$ cat src/rtl/wb_arbiter.sv
// wb_arbiter: merges pipeline write-backs and buffered long-latency results
// onto the single register file write port, and keeps a per-register
// pending scoreboard so decode can stall on outstanding long-latency writes.
// Optional feature: define WB_ARB_BYPASS_EN to let a long-latency result
// skip the FIFO when the FIFO is empty and the pipeline is not writing.
module wb_arbiter #(
    parameter int FIFO_DEPTH = 4
) (
    input  logic        clk,
    input  logic        rst,
    input  logic        pipe_we,
    input  logic [4:0]  pipe_addr,
    input  logic [31:0] pipe_data,
    input  logic        lu_valid,
    output logic        lu_ready,
    input  logic [4:0]  lu_addr,
    input  logic [31:0] lu_data,
    input  logic        issue_valid,
    input  logic [4:0]  issue_addr,
    input  logic [4:0]  query_addr_1,
    input  logic [4:0]  query_addr_2,
    output logic        busy_1,
    output logic        busy_2,
    output logic        write_enable,
    output logic [4:0]  write_addr,
    output logic [31:0] write_data
);

    localparam int              PTR_W   = $clog2(FIFO_DEPTH);
    localparam logic [PTR_W:0]  DEPTH_C = (PTR_W + 1)'(FIFO_DEPTH);

    typedef struct packed {
        logic [4:0]  addr;
        logic [31:0] data;
    } wb_entry_t;

    wb_entry_t         fifo_mem_q [FIFO_DEPTH];
    logic [PTR_W-1:0]  rd_ptr_q, rd_ptr_d;
    logic [PTR_W-1:0]  wr_ptr_q, wr_ptr_d;
    logic [PTR_W:0]    count_q, count_d;
    logic [31:0]       pending_q, pending_d;
    logic              write_enable_q, write_enable_d;
    logic [4:0]        write_addr_q, write_addr_d;
    logic [31:0]       write_data_q, write_data_d;

    logic              pipe_go;
    logic              lu_accept;
    logic              lu_keep;
    logic              fifo_empty;
    logic              bypass;
    logic              push;
    logic              pop;
    logic              clr_valid;
    logic [4:0]        clr_addr;
    wb_entry_t         head;

    // lu_ready looks only at registered state, and is forced high in reset.
    assign lu_ready   = rst || (count_q < DEPTH_C);
    assign lu_accept  = lu_valid && lu_ready && !rst;
    // A result for register 0 completes its handshake but is never stored.
    assign lu_keep    = lu_accept && (lu_addr != 5'd0);
    assign pipe_go    = pipe_we && (pipe_addr != 5'd0);
    assign fifo_empty = (count_q == '0);
    assign head       = fifo_mem_q[rd_ptr_q];

`ifdef WB_ARB_BYPASS_EN
    assign bypass = lu_keep && fifo_empty && !pipe_go;
`else
    assign bypass = 1'b0;
`endif

    assign push = lu_keep && !bypass;
    assign pop  = !pipe_go && !fifo_empty;

    // Next-state for FIFO bookkeeping, port arbitration and scoreboard.
    always_comb begin
        // NOTE: every variable gets a default first so no path leaves one unassigned (no latches).
        rd_ptr_d       = rd_ptr_q;
        wr_ptr_d       = wr_ptr_q;
        count_d        = count_q;
        write_enable_d = 1'b0;
        write_addr_d   = write_addr_q;
        write_data_d   = write_data_q;
        clr_valid      = 1'b0;
        clr_addr       = 5'd0;
        pending_d      = pending_q;

        if (push) begin
            wr_ptr_d = wr_ptr_q + 1'b1;
        end
        if (pop) begin
            rd_ptr_d = rd_ptr_q + 1'b1;
        end
        case ({push, pop})
            2'b10:   count_d = count_q + 1'b1;
            2'b01:   count_d = count_q - 1'b1;
            default: count_d = count_q;
        endcase

        // Pipeline first, then the queued head, then a bypassed result.
        if (pipe_go) begin
            write_enable_d = 1'b1;
            write_addr_d   = pipe_addr;
            write_data_d   = pipe_data;
        end else if (!fifo_empty) begin
            write_enable_d = 1'b1;
            write_addr_d   = head.addr;
            write_data_d   = head.data;
            clr_valid      = 1'b1;
            clr_addr       = head.addr;
        end else if (bypass) begin
            write_enable_d = 1'b1;
            write_addr_d   = lu_addr;
            write_data_d   = lu_data;
            clr_valid      = 1'b1;
            clr_addr       = lu_addr;
        end

        // Clear before set so a same-edge re-issue keeps the register busy.
        if (clr_valid) begin
            pending_d[clr_addr] = 1'b0;
        end
        if (issue_valid && (issue_addr != 5'd0)) begin
            pending_d[issue_addr] = 1'b1;
        end
        pending_d[0] = 1'b0;
    end

    // Control state and output registers, synchronous reset.
    always_ff @(posedge clk) begin
        // NOTE: sequential state uses non-blocking assignments so all registers update together.
        if (rst) begin
            rd_ptr_q       <= '0;
            wr_ptr_q       <= '0;
            count_q        <= '0;
            pending_q      <= '0;
            write_enable_q <= 1'b0;
            write_addr_q   <= 5'd0;
            write_data_q   <= 32'd0;
        end else begin
            rd_ptr_q       <= rd_ptr_d;
            wr_ptr_q       <= wr_ptr_d;
            count_q        <= count_d;
            pending_q      <= pending_d;
            write_enable_q <= write_enable_d;
            write_addr_q   <= write_addr_d;
            write_data_q   <= write_data_d;
        end
    end

    // FIFO storage writes on push.
    always_ff @(posedge clk) begin
        // NOTE: storage is not reset; the pointers and count alone decide which entries are valid.
        if (push) begin
            fifo_mem_q[wr_ptr_q] <= '{addr: lu_addr, data: lu_data};
        end
    end

    assign busy_1       = pending_q[query_addr_1];
    assign busy_2       = pending_q[query_addr_2];
    assign write_enable = write_enable_q;
    assign write_addr   = write_addr_q;
    assign write_data   = write_data_q;

endmodule

$ cat config.mk
export PLATFORM = sky130hd
export DESIGN_NAME = wb_arbiter
export DESIGN_NICKNAME = d
export VERILOG_FILES = /design/src/rtl/wb_arbiter.sv
export SDC_FILE = /design/constraint.sdc
export NUM_CORES = 1
export LEC_CHECK = 0
export BUFFER_PORTS_ARGS = -buffer_cell sky130_fd_sc_hd__buf_2
export CAP_MARGIN = 15
export CORE_MARGIN = 3
export CORE_UTILIZATION = 50
export DETAILED_ROUTE_END_ITERATION = 8
export GPL_TIMING_DRIVEN = 0
export PLACE_DENSITY = 0.71
export SLEW_MARGIN = 5
export SYNTH_ARGS = -nofsm -noshare
export SYNTH_HDL_FRONTEND = slang
export SYNTH_SLANG_ARGS = --single-unit
$ cat constraint.sdc
create_clock -name clk -period 5.2 [get_ports clk]
set_clock_uncertainty 0.15 [all_clocks]
set_input_delay 1.3 -clock clk [delete_from_list [all_inputs] [get_ports clk]]
set_output_delay 1.3 -clock clk [all_outputs]
set_load 0.05 [all_outputs]
Yosys cells after proc, flatten, opt, wreduce, memory -nomap -nowiden
Memories as Yosys holds them, arrays and structs flattened. A register that Yosys moved wholly into a read port is not among the register bits.
Cells that the tools add are included.
{ "op_classes": {"n_addsub": 4, "magnitude_cmp": 7, "eq_ne": 3, "muxes": 24, "bitwise_logic": 3, "reduce_logical": 17} }
{ "op_table": {"columns": ["operator", "n"], "rows": [
  ["two-way mux 32 bit", 4],
  ["bitwise AND 32 bit", 1],
  ["NOT 32 bit", 1],
  ["OR 32 bit", 1],
  ["< comparator 5 x 6 -> 1 bit, second input constant", 4],
  ["two-way mux 5 bit", 4],
  ["nonzero test 5 bit", 3],
  ["binary-select mux 1 bit (select 5 bit)", 2],
  ["demux 1 bit (select 5 bit)", 2],
  ["greater-or-equal comparator 5 x 1 -> 1 bit, second input constant", 2],
  ["two-way mux 1 bit", 9],
  ["logical AND 1 bit", 8],
  ["one-hot mux 3 bit (2 select lines)", 1],
  ["adder 2 x 1 -> 2 bit, second input constant", 2],
  ["two-way mux 2 bit", 2],
  ["adder 3 x 1 -> 3 bit, second input constant", 1],
  ["zero test 1 bit", 3],
  ["zero test 3 bit", 1],
  ["< comparator 3 bit, second input constant", 1],
  ["subtractor 3 x 1 -> 3 bit, second input constant", 1],
  ["equality test 2 x 1 -> 1 bit, second input constant", 1],
  ["equality test 2 bit, second input constant", 1],
  ["!= test 2 bit, second input constant", 1],
  ["nonzero test 2 bit", 1],
  ["logical OR 1 bit", 1]
]} }
{ "word_totals": {"ff_bits": 77, "ram_bits": 148, "inputBits": 94, "out_inout_bits": 41, "wordCells": 67, "mem_count": 1} }
{ "memory_table": {"columns": ["memory", "words", "width", "read_ports", "rd_ports_with_merged_regs", "wr", "line_no", "rtl"], "rows": [
  ["fifo_mem_q", 4, 37, 1, 1, 1, "37", "wb_entry_t fifo_mem_q [FIFO_DEPTH];"]
]} }

Depth between registers and ports, before layout
Gate-level depths: netlist of run 1.
{ "depth": {"word_depth": 12, "ltp_mapped": 10, "depth_no_buf": 10} }

Worst setup path after synthesis of run 1
OpenSTA, ideal clock, no wires.
{ "synth_path": {"path_kind": "in2out", "startpoint": "input port query_addr_1[1]", "endpoint": "output port busy_1", "arrival_ps": 3936, "required_time_ps": 3750, "path_slack_ps": -186, "path_stages": 6, "n_path_buf": 2, "cell_sequence": "clkbuf_1 -> buf_2 -> mux2i_1 -> a21oi_1 -> mux2i_1 -> o311ai_0"} }
{ "synth_via": {"elab_chain_cells": 2} }
{ "synth_lines": {"columns": ["element", "line_no", "rtl"], "rows": [
  ["start, declared", "20", "input logic [4:0] query_addr_1,"],
  ["binary-select mux 1 bit (select 5 bit)", "159", "assign busy_1 = pending_q[query_addr_1];"],
  ["two-way mux 1 bit (not written as such)", "159", null],
  ["end, declared", "22", "output logic busy_1,"]
]} }
Every way passes these cells. The select of a mux whose other input is x is not followed.

Final worst setup path of run 1
{ "layout_path": {"startpoint": "input port query_addr_2[1]", "endpoint": "output port busy_2"} }
{ "layout_via": {"elab_chain_cells": 2} }
{ "layout_lines": {"columns": ["element", "line_no", "rtl"], "rows": [
  ["start, declared", "21", "input logic [4:0] query_addr_2,"],
  ["binary-select mux 1 bit (select 5 bit)", "160", "assign busy_2 = pending_q[query_addr_2];"],
  ["two-way mux 1 bit (not written as such)", "160", null],
  ["end, declared", "23", "output logic busy_2,"]
]} }
Every way passes these cells. The select of a mux whose other input is x is not followed.

==> flow_metrics.env, run 1 <==
export IMPL_outcome="finished, final reports clean"
export IMPL_synth_cell_area_um2=9350
export IMPL_power_density_nw_per_um2=409
export IMPL_die_w_um=143
export IMPL_slowest_delay_ns=0.36
export IMPL_min_path_cells=2
export IMPL_clkLatencyLatePin_ns=0.50
export IMPL_max_freq_mhz=219
export IMPL_grt_antenna_before_repair=2
export IMPL_p_leak_nw=3.91
export IMPL_vias=6381
export IMPL_cts_setup_buffers=0
export IMPL_critPathTopFamily="buffers and inverters"
export IMPL_cp_required_ns=3.75
export IMPL_wl_per_cell_um=20.4
export IMPL_critPathBufInv=4
export IMPL_drc=0
export IMPL_initial_core_util_pct=51.5
export IMPL_pre_cts_ws_ns=0.633
export IMPL_grt_overflow=0
export IMPL_fin_util_pct=61.5
export IMPL_worstMarginPinSlew_ns=0.924
export IMPL_finalCritPeriodShare_pct=87.9
export IMPL_track_usage_pct=22.1
export IMPL_path_clk_slew_ns=0.06
export IMPL_r2r_slack_ns=2.64
export IMPL_worstPathMaxFanout=10
export IMPL_synth_edf_count=148
export IMPL_grt_max_degree=29
export IMPL_grt_pass1_vias=6453
export IMPL_arrival_ns=3.12
export IMPL_async_flop_share_pct=0
export IMPL_ys_types=43
export IMPL_multi_input_area_um2=3120
export IMPL_via_per_inst=5.80
export IMPL_synth_top_cell_by_area="edfxtp_1"
export IMPL_cts_hold_buf=0
export IMPL_dieArea_um2=20400
export IMPL_reg2reg_depth=9
export IMPL_timing_rr_end="count_q[2]"
export IMPL_grt_pass1_wl_um=35000
export IMPL_setup_ws_ns=0.631
export IMPL_worstHoldPathType="reg2reg"
export IMPL_io_pins=135
export IMPL_r2r_start="count_q[2]"
export IMPL_coreArea_um2=18100
export IMPL_finalHoldViolations=0
export IMPL_yosys_warnings=0
export IMPL_syn_to_final_growth_pct=19.3
export IMPL_syn_nets=793
export IMPL_htree_num_levels=1
export IMPL_syn_avg_cell_area_um2=13.5
export IMPL_n_fill_cell=1382
export IMPL_syn_inst=693
export IMPL_maxSlewViolCount=0
export IMPL_synthFlopType="edfxtp_1"
export IMPL_cts_root_buf="clkbuf_16"
export IMPL_ir_drop_v=0.000283
export IMPL_critPathLaunchType="input pin"
export IMPL_timing_setup_tns_ns=0
export IMPL_dpl_hpwl_um=15700
export IMPL_yosysSeqAreaShare_pct=64.2
export IMPL_drt_iter0_markers=406
export IMPL_cp_depth=8
export IMPL_place_gp_congestion=0.865
export IMPL_ant_nets=0
export IMPL_num_rows=49
export IMPL_setup_viol=0
export IMPL_yosysMostFrequentCell="edfxtp_1"
export IMPL_synthTopCellsByCount="edfxtp_1 (148), nand2_1 (113), dfxtp_1 (78)"
export IMPL_maxCapViolCount=0
export IMPL_cts_max_path_buffers=3
export IMPL_synth_area_leaders="edfxtp_1 (48%), dfxtp_1 (17%), mux4_2 (9.9%), nand2_1 (4.5%), a311oi_1 (3.7%)"
export IMPL_rsz0062_at_grt="false"
export IMPL_num_nets_final=954
export IMPL_period_minus_slack_ns=4.57
export IMPL_clock_sinks=226
export IMPL_cts_tree="yes"
export IMPL_cp_end_kind="output port"
export IMPL_numCtsBuffers=22
export IMPL_firstDrtPassIters=5
export IMPL_routed_wl_um=22500
export IMPL_hold_end="write_data[24]"
export IMPL_slowest_stage="a311oi_1"
export IMPL_post_cts_resized=0
export IMPL_drive_gt1_share_pct=26.7
export IMPL_yosys_area_top_type_share_pct=47.5
export IMPL_worstPathCellList="buf_2, clkbuf_1, buf_2, mux2i_1, a311oi_1, a41oi_1, o311ai_1, buf_2"
export IMPL_seq_area_um2=6010
export IMPL_power_mw=4.56
export IMPL_slew_limit_headroom_pct=38.2
export IMPL_port_buffer_count=132
export IMPL_ys_seq_elements=226
export IMPL_die_height_um=143
export IMPL_worstHoldStart="write_data[24]"
export IMPL_worst_path_most_repeated_cell="buf_2"
export IMPL_worstSetupPathType="in2out"
## cell usage in the layout (no fill, tap or decap), types with 4 or more instances in the layout
cell type,n
nor2b_1,17
nand2b_1,10
nand3b_1,6
nor2_1,53
clkbuf_16,24
nand2_1,113
buf_1,9
a2111oi_0,8
or2_1,6
and2_2,4
a32o_1,6
o21ai_0,19
mux2i_1,13
clkbuf_1,28
a211oi_1,6
buf_12,4
ha_1,5
a21oi_1,26
dfxtp_1,78
mux4_2,41
edfxtp_1,148
inv_1,9
a311oi_1,40
nor3_1,4
o311ai_0,6
buf_2,143
## cell type report
class                           count  area share [%]
Sequential cell                   226            53.8
Timing Repair Buffer              137            6.68
Inverter                            9           0.303
Buffer                             44            1.74
Antenna cell                        2          0.0449
Clock buffer                       32            5.83
Tap cell                          229            2.57
Clock inverter                      8            1.03
Multi-Input combinational cell    414            28.0
## metal layers
layer,GRT usage (%),up-vias,part of all wire (%)
met4,8.25,4,3.4
li1,-,2965,-
met5,0,-,0.11
met3,3.25,58,6.1
met2,36.2,248,48
met1,30.2,3106,42
## worst min-delay path, delay by kind of cell (launching register included)
kind,cells,cell delay [ns]
flops,1,0.31
compound gates,1,0.07
simple gates,1,0.05
## kinds of logic after synthesis
logic type / Yosys count / synth area share [%]
compound gates: 120 / 9.52
xor+xnor: 5 / 0.469
fa+ha+maj: 6 / 0.883
buf+inv: 53 / 2.44
flops: 226 / 64.2
mux: 54 / 11.3
simple gates: 229 / 11.2
## power breakdown
part	internal (mW)	switching, mW	leakage (nW)	total (mW)
combinational	0.271	0.571	1.55	0.841
sequential	2.00	0.0422	1.98	2.04
clock	1.02	0.654	0.371	1.67
## worst max path at each step
| stage | startpoint | end | slack, ns |
|---|---|---|---|
| after CTS | query_addr_2[1] | busy_2 | 0.63 |
| after global routing | query_addr_2[1] | busy_2 | 0.49 |
| after floorplan | query_addr_1[1] | busy_1 | 0.41 |
| after global placement | lu_addr[3] | fifo_mem_q[2][10] | 0.33 |
| final | query_addr_2[1] | busy_2 | 0.63 |
| after detailed placement | query_addr_2[1] | busy_2 | 0.63 |
## metrics by stage
step                cells  hold WS [ns]  cell area, um2
finish               1101         0.331           11200
global route         1099         0.349           11200
CTS                  1098         0.333           11100
detailed placement   1058         0.320           10400
global placement     1054         0.316           10300
floorplan             693         0.302            9350
## state kept, by name, indices dropped and copies added, names as in the netlist, named ones only
| register | flops |
|---|---|
| count_q | 3 |
| pending_q | 31 |
| write_addr | 5 |
| rd_ptr_q | 2 |
| fifo_mem_q | 148 |
| wr_ptr_q | 2 |
| write_data | 32 |
| write_enable | 1 |
Note: power is estimated with default switching activity, not from simulation.
==> run 2: changes to the inputs <==
- ABC_AREA: unset -> 1
==> flow_metrics.env, run 2 <==
export IMPL_cts_tree="yes"
export IMPL_finalHoldViolations=0
export IMPL_antenna_cells=0
export IMPL_pre_cts_ws_ns=1.00
export IMPL_grt_overflow=0
export IMPL_critPathLaunchType="input pin"
export IMPL_cts_max_path_buffers=3
export IMPL_grt_pass1_vias=7613
export IMPL_dieArea_um2=21200
export IMPL_track_usage_pct=24.2
export IMPL_synth_edf_count=148
export IMPL_via_per_inst=5.65
export IMPL_htree_num_levels=1
export IMPL_worstPathMaxFanout=10
export IMPL_slowest_delay_ns=0.36
export IMPL_syn_nets=1089
export IMPL_rsz0062_at_grt="false"
export IMPL_worstHoldPathType="reg2reg"
export IMPL_drc=0
export IMPL_ys_types=38
export IMPL_drive_gt1_share_pct=20.1
export IMPL_coreArea_um2=19000
export IMPL_max_freq_mhz=236
export IMPL_dpl_hpwl_um=18400
export IMPL_async_flop_share_pct=0
export IMPL_clock_sinks=226
export IMPL_maxCapViolCount=0
export IMPL_cts_setup_buffers=0
export IMPL_wl_per_cell_um=18.7
export IMPL_finalCritPeriodShare_pct=81.4
export IMPL_slowest_stage="clkbuf_1"
export IMPL_cp_required_ns=3.75
export IMPL_post_cts_resized=0
export IMPL_yosysSeqAreaShare_pct=61.5
export IMPL_path_clk_slew_ns=0.05
export IMPL_ant_nets=0
export IMPL_place_gp_congestion=0.921
export IMPL_grt_pass1_wl_um=41300
export IMPL_synth_cell_area_um2=9760
export IMPL_final_cells=1430
export IMPL_grt_antenna_before_repair=1
export IMPL_vias=8086
export IMPL_num_nets_final=1251
export IMPL_top_register="fifo_mem_q"
export IMPL_num_rows=50
export IMPL_syn_inst=989
export IMPL_ys_seq_elements=226
export IMPL_final_cell_mix="buf_2 (152), edfxtp_1 (148), nand2_1 (131), o21ai_0 (127), nor2_1 (113)"
export IMPL_largest_reg_flops=148
export IMPL_drt_iter0_markers=766
export IMPL_die_height_um=146
export IMPL_firstDrtPassIters=5
export IMPL_arrival_ns=2.78
export IMPL_cts_root_buf="clkbuf_16"
export IMPL_worstPathCellList="buf_2, inv_1, clkbuf_1, o21ai_0, o211ai_1, nand3_1, nand2_1, nand2_1, nand2_1, buf_2"
export IMPL_worst_path_most_repeated_cell="nand2_1"
export IMPL_ir_drop_v=0.000319
export IMPL_grt_max_degree=25
export IMPL_clkLatencyLatePin_ns=0.53
export IMPL_synthFlopType="edfxtp_1"
export IMPL_final_common_cell="buf_2"
export IMPL_syn_avg_cell_area_um2=9.87
export IMPL_yosys_area_top_type_share_pct=45.5
export IMPL_power_density_nw_per_um2=461
export IMPL_maxSlewViolCount=0
export IMPL_cts_hold_buf=0
export IMPL_dp_cells=1384
export IMPL_io_pins=135
export IMPL_outcome="finished, final reports clean"
export IMPL_port_buffer_count=131
export IMPL_initial_core_util_pct=51.5
export IMPL_synthTopCellsByCount="edfxtp_1 (148), nand2_1 (131), o21ai_0 (127)"
export IMPL_setup_viol=0
export IMPL_synth_area_leaders="edfxtp_1 (46%), dfxtp_1 (16%), o21ai_0 (6.5%), nand2_1 (5.0%), nor2_1 (4.5%)"
export IMPL_fin_util_pct=61.3
export IMPL_syn_to_final_growth_pct=19.0
export IMPL_yosys_warnings=0
export IMPL_routed_wl_um=26700
export IMPL_numCtsBuffers=25
export IMPL_die_w_um=146
export IMPL_worstMarginPinSlew_ns=0.948
export IMPL_worstSetupPathType="in2out"
export IMPL_p_leak_nw=4.42
export IMPL_critPathBufInv=4
export IMPL_cp_end_kind="output port"
export IMPL_setup_ws_ns=0.968
export IMPL_slew_limit_headroom_pct=36.2
export IMPL_yosysMostFrequentCell="edfxtp_1"
export IMPL_synth_top_cell_by_area="edfxtp_1"
export IMPL_critPathTopFamily="buffers and inverters"
export IMPL_period_minus_slack_ns=4.23
export IMPL_hold_ws_ns=0.325
## run 2: cell count changes after synthesis, sizes merged, moves of 41 or more
cell	previous run	this run
a21oi	26	72
inv	9	63
mux4	41	0
nand3	4	74
nor2	53	123
o21ai	19	144
## run 2: cell type report
type | instances | area (um2)
tap | 260 | 325
clock buffer | 31 | 658
fill | 1596 | 7340
buffer | 53 | 272
clock inverter | 15 | 90.1
multi-input combinational | 647 | 3280
sequential | 226 | 6010
inverter | 63 | 239
timing repair buffer | 135 | 751
## run 2: worst register-to-register path, stage by stage (launching register included)
cell	delay [ns]
dfxtp_1	0.36
nand2_1	0.11
nand4_1	0.51
nor2_4	0.86
buf_16	0.24
## run 2: cell families (layout without fill, tap and decap cells)
| kind of cell | after synthesis | in the layout | synth area share, % |
|---|---|---|---|
| XOR/XNOR | 1 | 1 | 0.0897 |
| flip-flops | 226 | 226 | 61.5 |
| AO/OA/AOI/OAI | 286 | 286 | 16.3 |
| adder cells (fa/ha/maj) | 6 | 6 | 0.846 |
| AND/OR/NAND/NOR | 354 | 354 | 16.0 |
| buffers and inverters | 116 | 297 | 5.23 |
## run 2: per-stage QoR
step	instance area (um2)	power (mW)	setup TNS, ns
2_1_floorplan	9760	3.26	0
6_report	11600	5.36	0
5_1_grt	11600	5.59	0
3_5_place_dp	10900	3.77	0
4_1_cts	11600	5.37	0
3_3_place_gp	10700	3.73	-29.69
## run 2: power by group
part	internal [mW]	switching, mW
logic	0.401	1.19
registers	2.07	0.0841
clock network	0.905	0.707
total	3.37	1.98
## run 2: worst paths after layout
path	startpoint	end	slack (ns)	cells after the start
min	rd_ptr_q[1]	flip-flop	0.32	2
min reg2reg	rd_ptr_q[1]	flip-flop	0.32	2
max reg2reg	count_q[2]	fifo_mem_q[2][13]	2.68	4
max	query_addr_1[1]	busy_1	0.97	10
## run 2: layer usage
layer | GRT usage, % | up-vias | share of wire [%]
li1 | - | 3829 | -
met1 | 33.1 | 3810 | 41
met2 | 39.4 | 381 | 48
met3 | 3.89 | 64 | 8.2
met4 | 8.88 | 2 | 3.0
met5 | 0 | - | 0.049
==> run 3: changes to the inputs <==
- ABC_AREA: 1 -> 0
- PLACE_DENSITY: 0.71 -> 0.74
- clock period: 5.2 -> 3.5 ns (I/O delays scaled with it)
==> flow_metrics.env, run 3 (synthesis gave the netlist of run 1 again) <==
export IMPL_cp_required_ns=2.47
export IMPL_io_pins=135
export IMPL_track_usage_pct=21.7
export IMPL_num_rows=49
export IMPL_largest_reg_flops=148
export IMPL_syn_to_final_growth_pct=19.6
export IMPL_outcome="finished, final reports clean"
export IMPL_finalHoldViolations=0
export IMPL_slew_limit_headroom_pct=33.6
export IMPL_max_freq_mhz=293
export IMPL_grt_pass1_wl_um=34600
export IMPL_finalCritPeriodShare_pct=97.6
export IMPL_drc=0
export IMPL_cts_root_buf="clkbuf_16"
export IMPL_grt_max_degree=31
export IMPL_wl_per_cell_um=20.3
export IMPL_setup_viol=0
export IMPL_dieArea_um2=20400
export IMPL_final_common_cell="edfxtp_1"
export IMPL_path_clk_slew_ns=0.06
export IMPL_top_register="fifo_mem_q"
export IMPL_die_height_um=143
export IMPL_htree_num_levels=1
export IMPL_arrival_ns=2.39
export IMPL_num_nets_final=952
export IMPL_worstMarginPinSlew_ns=0.989
export IMPL_cts_hold_buf=0
export IMPL_grt_overflow=0
export IMPL_cts_setup_buffers=0
export IMPL_worstHoldPathType="reg2reg"
export IMPL_routed_wl_um=22400
export IMPL_worstPathMaxFanout=11
export IMPL_grt_pass1_vias=6343
export IMPL_grt_antenna_before_repair=5
export IMPL_clock_sinks=226
export IMPL_power_density_nw_per_um2=602
export IMPL_numCtsBuffers=23
export IMPL_seq_area_um2=6010
export IMPL_cp_end_kind="output port"
export IMPL_rsz0062_at_grt="false"
export IMPL_cts_max_path_buffers=3
export IMPL_p_leak_nw=3.93
export IMPL_clkLatencyLatePin_ns=0.50
export IMPL_initial_core_util_pct=51.5
export IMPL_dpl_hpwl_um=15700
export IMPL_timing_setup_tns_ns=0
export IMPL_maxCapViolCount=0
export IMPL_drt_iter0_markers=462
export IMPL_power_mw=6.73
export IMPL_multi_input_area_um2=3140
export IMPL_n_fill_cell=1421
export IMPL_ant_nets=0
export IMPL_vias=6433
export IMPL_period_minus_slack_ns=3.42
export IMPL_cts_tree="yes"
export IMPL_critPathLaunchType="input pin"
export IMPL_worstSetupPathType="in2out"
export IMPL_die_w_um=143
export IMPL_via_per_inst=5.84
export IMPL_coreArea_um2=18100
export IMPL_final_cell_mix="edfxtp_1 (148), buf_2 (139), nand2_1 (113), dfxtp_1 (78), nor2_1 (53)"
export IMPL_ir_drop_v=0.000413
export IMPL_dp_cells=1058
export IMPL_fin_util_pct=61.6
export IMPL_hold_ws_ns=0.334
export IMPL_port_buffer_count=132
export IMPL_place_gp_congestion=0.855
export IMPL_final_cells=1101
export IMPL_firstDrtPassIters=5
export IMPL_maxSlewViolCount=0
export IMPL_drive_gt1_share_pct=27.6
run 3: layout make-up:
cell class	count	area share (%)
sequential	226	53.7
multi-input combinational	414	28.0
timing repair buffer	137	6.78
clock buffer	30	5.92
tap	229	2.56
buffer	41	1.70
clock inverter	11	0.895
inverter	9	0.302
antenna	4	0.0895
run 3: critical path: stages:
cell and delay (ns):
buf_2 0.21, clkbuf_4 0.28, mux2i_1 0.10, a311oi_1 0.35, a41oi_1 0.19, o311ai_2 0.09
buf_2 0.30
run 3: routing by layer:
layer | vias up | track usage, % | part of all wire, %
met2 | 245 | 34.5 | 48
met3 | 39 | 4.09 | 7.4
li1 | 2961 | - | -
met1 | 3182 | 30.8 | 42
met4 | 6 | 6.60 | 2.4
met5 | - | 0 | 0.10
run 3: final timing paths:
check,cells after the start,slack [ns],startpoint,endpoint
worst max-delay path,7,0.08,query_addr_1[1],busy_1
worst min-delay path,2,0.33,write_data[15],write_data[15]
worst max register to register,9,0.85,count_q[2],count_q[2]
worst min register to register,2,0.33,write_data[15],write_data[15]
run 3: through the flow:
stage | area (um2) | setup slack, ns
detailed placement | 10400 | -0.263
global route | 11200 | 0.0115
floorplan | 9360 | 0.0100
finish | 11200 | 0.0848
global placement | 10300 | -0.943
CTS | 11200 | 0.0460
run 3: where the power goes:
part | internal [mW] | leakage [nW] | switching, mW
registers | 2.98 | 1.98 | 0.0631
logic | 0.406 | 1.56 | 0.856
clock network | 1.47 | 0.382 | 0.964
total | 4.85 | 3.93 | 1.88
run 3: timing repair:
action | in CTS | in global routing
pin swaps | 0 | 0
resized for setup | 2 | 6
setup endpoints to repair | 2 | 2
